<file path="src/rtl/regfile_param.sv">
// Parametrised register array: NUM_READ combinational read ports, one write port,
// optional same-cycle write bypass and a one-entry-per-cycle bulk-clear engine.
module regfile_param #(
  parameter int DATA_WIDTH = 32,
  parameter int ADDR_WIDTH = 5,
  parameter int NUM_READ   = 2,
  parameter bit ZERO_REG   = 1'b1,
  parameter bit BYPASS     = 1'b1
) (
  input  logic                           clock,
  input  logic                           ctrl_reset,
  input  logic                           ctrl_writeEnable,
  input  logic [ADDR_WIDTH-1:0]          ctrl_writeReg,
  input  logic [DATA_WIDTH-1:0]          data_writeReg,
  input  logic [NUM_READ*ADDR_WIDTH-1:0] ctrl_readReg,
  output logic [NUM_READ*DATA_WIDTH-1:0] data_readReg,
  input  logic                           ctrl_clear,
  output logic                           clear_busy,
  output logic                           clear_done,
  output logic                           write_stall
);

  localparam int DEPTH = 2 ** ADDR_WIDTH;

  typedef enum logic [1:0] {
    IDLE  = 2'd0,
    CLEAR = 2'd1,
    DONE  = 2'd2
  } state_t;

  state_t                  state, state_next;
  logic [ADDR_WIDTH-1:0]   clear_idx, clear_idx_next;
  logic [DATA_WIDTH-1:0]   mem [DEPTH];
  logic                    write_accept;

  assign clear_busy   = (state == CLEAR);
  assign write_stall  = ctrl_writeEnable & clear_busy;
  // Writes are open in IDLE and DONE; entry 0 is read-only when hardwired.
  assign write_accept = ctrl_writeEnable && !clear_busy &&
                        !(ZERO_REG && (ctrl_writeReg == '0));

  always_ff @(posedge clock) begin
    // NOTE: non-blocking assignments so every flop samples pre-edge values.
    if (ctrl_reset) begin
      state     <= IDLE;
      clear_idx <= '0;
    end else begin
      state     <= state_next;
      clear_idx <= clear_idx_next;
    end
  end

  always_comb begin
    // NOTE: every variable gets a default first so no path can infer a latch.
    state_next     = state;
    clear_idx_next = clear_idx;
    clear_done     = 1'b0;
    unique case (state)
      IDLE: begin
        if (ctrl_clear) begin
          state_next     = CLEAR;
          clear_idx_next = '0;
        end
      end
      CLEAR: begin
        clear_idx_next = clear_idx + ADDR_WIDTH'(1);
        if (clear_idx == '1) state_next = DONE;
      end
      DONE: begin
        clear_done = 1'b1;
        state_next = IDLE;
      end
      default: state_next = IDLE;
    endcase
  end

  always_ff @(posedge clock) begin
    if (ctrl_reset) begin
      // NOTE: the array itself is reset because a zeroed register file after
      // reset is part of the block's contract; this keeps it in flops.
      for (int i = 0; i < DEPTH; i++) mem[i] <= '0;
    end else if (clear_busy) begin
      mem[clear_idx] <= '0;
    end else if (write_accept) begin
      mem[ctrl_writeReg] <= data_writeReg;
    end
  end

  for (genvar k = 0; k < NUM_READ; k++) begin : g_read
    logic [ADDR_WIDTH-1:0] addr;
    assign addr = ctrl_readReg[k*ADDR_WIDTH +: ADDR_WIDTH];
    assign data_readReg[k*DATA_WIDTH +: DATA_WIDTH] =
        (ZERO_REG && (addr == '0))                           ? '0 :
        (BYPASS && write_accept && (ctrl_writeReg == addr))  ? data_writeReg :
                                                               mem[addr];
  end

endmodule

</file>
<file path="config.mk">
export PLATFORM = sky130hd
export DESIGN_NAME = regfile_param
export DESIGN_NICKNAME = d
export VERILOG_FILES = /design/src/rtl/regfile_param.sv
export SDC_FILE = /design/constraint.sdc
export NUM_CORES = 2
export LEC_CHECK = 0
export ABC_CLOCK_PERIOD_IN_PS = 3080
export CELL_PAD_IN_SITES_DETAIL_PLACEMENT = 1
export CELL_PAD_IN_SITES_GLOBAL_PLACEMENT = 1
export CORE_ASPECT_RATIO = 0.75
export CORE_MARGIN = 2
export CORE_UTILIZATION = 48
export DETAILED_ROUTE_END_ITERATION = 16
export GPL_TIMING_DRIVEN = 0
export PLACE_DENSITY = 0.75
export SLEW_MARGIN = 10
export SYNTH_ARGS = -nofsm -noshare
export SYNTH_HDL_FRONTEND = slang
export SYNTH_SLANG_ARGS = --single-unit
</file>
<file path="constraint.sdc">
create_clock -name clock -period 3.08 [get_ports clock]
set_input_delay 0.308 -clock clock [delete_from_list [all_inputs] [get_ports clock]]
set_output_delay 0.308 -clock clock [all_outputs]
set_load 0.01 [all_outputs]
</file>
==> run metrics <==
hold bufs inserted after CTS 0; vias per cell 7.79; Top-Level Pins 118; net switching power figure 0.0104 W; Final Max Slew Viols 0; clock edge transition at the registers on the reported setup and hold paths 0.05 ns; violation count after the first detailed-routing iteration 9001; Relative slew margins 17.6%; Final Util 59.6%; total count of hold-check failures in the final report 0; Post-synth EDFFs 1024; maxcap violations 0; sequential cell fraction of total power 45.8%; Setup Skew 0.0277 ns; post-synthesis async set-or-reset flop share 0%; height of the die 293 um; post-route DRC violation count 0; worst min-delay path class in -> reg; kind of launch point of the worst setup path input port; average instance area after synthesis 13.8 sq um; hpwl dp 210 mm; status complete, but fails checks; layout net count 4303; synthesis-to-layout area growth 22.8%; average wire per standard cell 52.2 um; warnings from Yosys 0; count of buffers from port buffering 111; vias in the first global route 43100; Critical path origin ctrl_readReg[9]; Most used DFF post-synth sky130_fd_sc_hd__edfxtp_1; Max rail drop VDD 0.530 mV; maximum fanout encountered on the critical timing path 10; cell family contributing the most delay on the critical path buffers and inverters; WP data arrival 3.10 ns; Min-Delay Startpoint ctrl_clear; FMAX 293 MHz; Detailed Routing Iterations Pass 1 7; vias after detailed routing 45200; endpoint kind of the worst setup timing path output pin; ANT nets after route 0; number of CTS-inserted buffers 107; share of the clock period used by the worst path 111%; Setup WS post-layout -0.327 ns; cells after synthesis 3854; critical register-to-register path startpoint clear_idx[4]; failing checks negative setup slack; initial antenna violation count 20; Critical Path Slowest Stage Cell sky130_fd_sc_hd__buf_1; Final Wtd Congestion 1.08; min Tclk post-route 3.41 ns; post-synthesis instance area 53300 sq um; type of the worst setup path in -> out; ratio of cells with drive above 1 in the final layout 33.5%; overall die width 389 um; cell chosen for the clock root sky130_fd_sc_hd__clkbuf_16; clock buffer depth 3; number of distinct library cell variants in the gate-level netlist after synthesis 69; proportion of total power due to net switching 29.3%; sequential cell area fraction in the yosys report 57.9%; first-pass GRT wire length 391 mm; Logic pwr share 16.8%; core region area 110000 sq um; number of buffers and inverters on the critical path 4; Die Area 114000 sq um; slew at the pin with the worst max-slew slack 1.24 ns; Skew-Pair Late Insertion Delay 0.78 ns; RSZ-0062 raised after global routing yes; Clk pwr share 37.5%; largest net degree at the start of global routing 33; Leak Pwr 22.3 nW; starting density of the core 48.6%; Final setup viols 346; cell row count 105; number of H-tree levels 3; total grt overflow 0; Final Routed Wirelength 302 mm; number of clock sinks 1031; FF+latch count, synth 1031; internal power 0.0250 W; TritonCTS clock tree built; All-Layer GR Usage 52.6%; Tot Pwr 0.0354 W; required time at the endpoint of the critical path 2.77 ns; P per Cell Area 540 nW/um^2; peak per-stage delay on the critical path 0.95 ns; cells traversed along the worst timing path clkdlybuf4s15_2, buf_4, buf_1, a211oi_1, a21oi_1, a221o_1, buf_2
state kept, by name (all words and copies together), names as in the netlist:
register / flops
mem: 1024
clear_idx: 5
state: 2
power groups by stage:
stage / Combinational, W / Clock [W] / Sequential [W]
floorplan: 0.00235 / 0 / 0.0163
global placement: 0.00473 / 0 / 0.0165
detailed placement: 0.00482 / 0 / 0.0165
CTS: 0.00529 / 0.0130 / 0.0162
global route: 0.00579 / 0.0135 / 0.0162
finish: 0.00593 / 0.0133 / 0.0162
tightest hold or removal path, stage by stage:
cell                              delay, ns
sky130_fd_sc_hd__clkdlybuf4s50_1       0.43
sky130_fd_sc_hd__mux2i_1               0.14
sky130_fd_sc_hd__nor3_1                0.05
worst paths after layout:
check                     end  slack [ns]  depth (start not counted)
max          data_readReg[40]       -0.33                          7
min                  state[0]        0.22                          3
max reg2reg        mem[2][15]       -0.11                          6
min reg2reg          state[0]        0.55                          2
routing by layer:
metal | up-vias | wire [um] | part of all wire [%] | track usage [%]
met5 | - | 134 | 0.044 | 0
met4 | 16 | 31200 | 10 | 42.4
met3 | 1299 | 52600 | 17 | 25.9
met2 | 4962 | 119000 | 39 | 69.9
met1 | 23100 | 99300 | 33 | 64.6
li1 | 15800 | - | - | -
area by class of cell:
cell class              instances  area [sq um]
clock inverters                65           548
flip-flops and latches       1031         30900
repair buffers                265          2710
clock buffers                 130          2790
plain buffers                 394          3590
inverters                       9          38.8
diodes                         14          35.0
well taps                    1444          1810
fillers                     10200         44300
multi-input cells            2442         23100
repair_timing:
item	in CTS	in global routing
resized for setup	1071	280
cloned	7	1
pin swaps	59	61
endpoints found under the setup margin	1963	923
setup buffers	54	76
kinds of logic after synthesis:
| group | after synthesis | share of synthesized area, % |
|---|---|---|
| buffers and inverters | 414 | 3.50 |
| XOR/XNOR | 10 | 0.164 |
| AO/OA/AOI/OAI | 447 | 6.27 |
| other | 1 | 0.00703 |
| multiplexers | 631 | 22.0 |
| AND/OR/NAND/NOR | 1318 | 10.1 |
| adder cells (fa/ha/maj) | 2 | 0.0469 |
| flip-flops | 1031 | 57.9 |
per-stage QoR:
step / cell area, sq um / worst slack [ns] / setup TNS [ns] / hold WS, ns / instances
2_1_floorplan: 53500 / 0.205 / 0 / 0.470 / 3885
3_3_place_gp: 56400 / -3.35 / -2886.42 / 0.517 / 5440
3_5_place_dp: 57000 / -3.03 / -2333.95 / 0.526 / 5465
4_1_cts: 63800 / -0.285 / -15.82 / 0.223 / 5712
5_1_grt: 65500 / -0.210 / -7.61 / 0.271 / 5781
6_report: 65500 / -0.327 / -20.58 / 0.217 / 5794
synth_stat cells, types with 7 or more instances:
master | n | area [sq um]
sky130_fd_sc_hd__nor2_1 | 1049 | 3940
sky130_fd_sc_hd__edfxtp_1 | 1024 | 30700
sky130_fd_sc_hd__mux4_2 | 433 | 9750
sky130_fd_sc_hd__clkbuf_1 | 199 | 747
sky130_fd_sc_hd__mux2i_1 | 189 | 1890
sky130_fd_sc_hd__buf_2 | 147 | 736
sky130_fd_sc_hd__o22ai_1 | 127 | 795
sky130_fd_sc_hd__nand2_1 | 96 | 360
sky130_fd_sc_hd__a221oi_1 | 62 | 543
sky130_fd_sc_hd__o21ai_0 | 42 | 210
sky130_fd_sc_hd__nor3_1 | 39 | 195
sky130_fd_sc_hd__a21oi_1 | 35 | 175
sky130_fd_sc_hd__a22oi_1 | 35 | 263
sky130_fd_sc_hd__buf_4 | 32 | 240
sky130_fd_sc_hd__a221o_1 | 31 | 310
sky130_fd_sc_hd__nand2b_1 | 31 | 194
sky130_fd_sc_hd__a211oi_1 | 26 | 195
sky130_fd_sc_hd__buf_1 | 26 | 97.6
sky130_fd_sc_hd__nor4_1 | 25 | 156
sky130_fd_sc_hd__nor2b_1 | 18 | 113
sky130_fd_sc_hd__o221ai_2 | 15 | 225
sky130_fd_sc_hd__a22o_1 | 14 | 123
sky130_fd_sc_hd__a31oi_1 | 13 | 81.3
sky130_fd_sc_hd__nand3_1 | 11 | 55.1
sky130_fd_sc_hd__and3_1 | 10 | 62.6
sky130_fd_sc_hd__mux2_2 | 9 | 101
sky130_fd_sc_hd__xnor2_1 | 8 | 70.1
sky130_fd_sc_hd__dfxtp_1 | 7 | 140
sky130_fd_sc_hd__inv_1 | 7 | 26.3
placed cells by master (no fill, tap or decap), types with 27 or more instances in the layout:
cell type / Yosys / layout
sky130_fd_sc_hd__nor2_1: 1049 / 1031
sky130_fd_sc_hd__edfxtp_1: 1024 / 1024
sky130_fd_sc_hd__mux4_2: 433 / 433
sky130_fd_sc_hd__mux2i_1: 189 / 168
sky130_fd_sc_hd__buf_2: 147 / 138
sky130_fd_sc_hd__clkbuf_1: 199 / 115
sky130_fd_sc_hd__clkbuf_16: 0 / 111
sky130_fd_sc_hd__buf_4: 32 / 106
sky130_fd_sc_hd__o22ai_1: 127 / 78
sky130_fd_sc_hd__buf_6: 1 / 77
sky130_fd_sc_hd__buf_12: 0 / 72
sky130_fd_sc_hd__nand2_1: 96 / 54
sky130_fd_sc_hd__o22ai_2: 0 / 46
sky130_fd_sc_hd__clkdlybuf4s50_1: 0 / 38
sky130_fd_sc_hd__conb_1: 1 / 32
sky130_fd_sc_hd__buf_8: 0 / 31
sky130_fd_sc_hd__a221oi_2: 0 / 31
sky130_fd_sc_hd__clkinv_1: 1 / 28
sky130_fd_sc_hd__clkbuf_2: 0 / 27
sky130_fd_sc_hd__nor3_1: 39 / 27
sky130_fd_sc_hd__nand2b_1: 31 / 27
No activity file was read; power rests on OpenSTA's default activity.
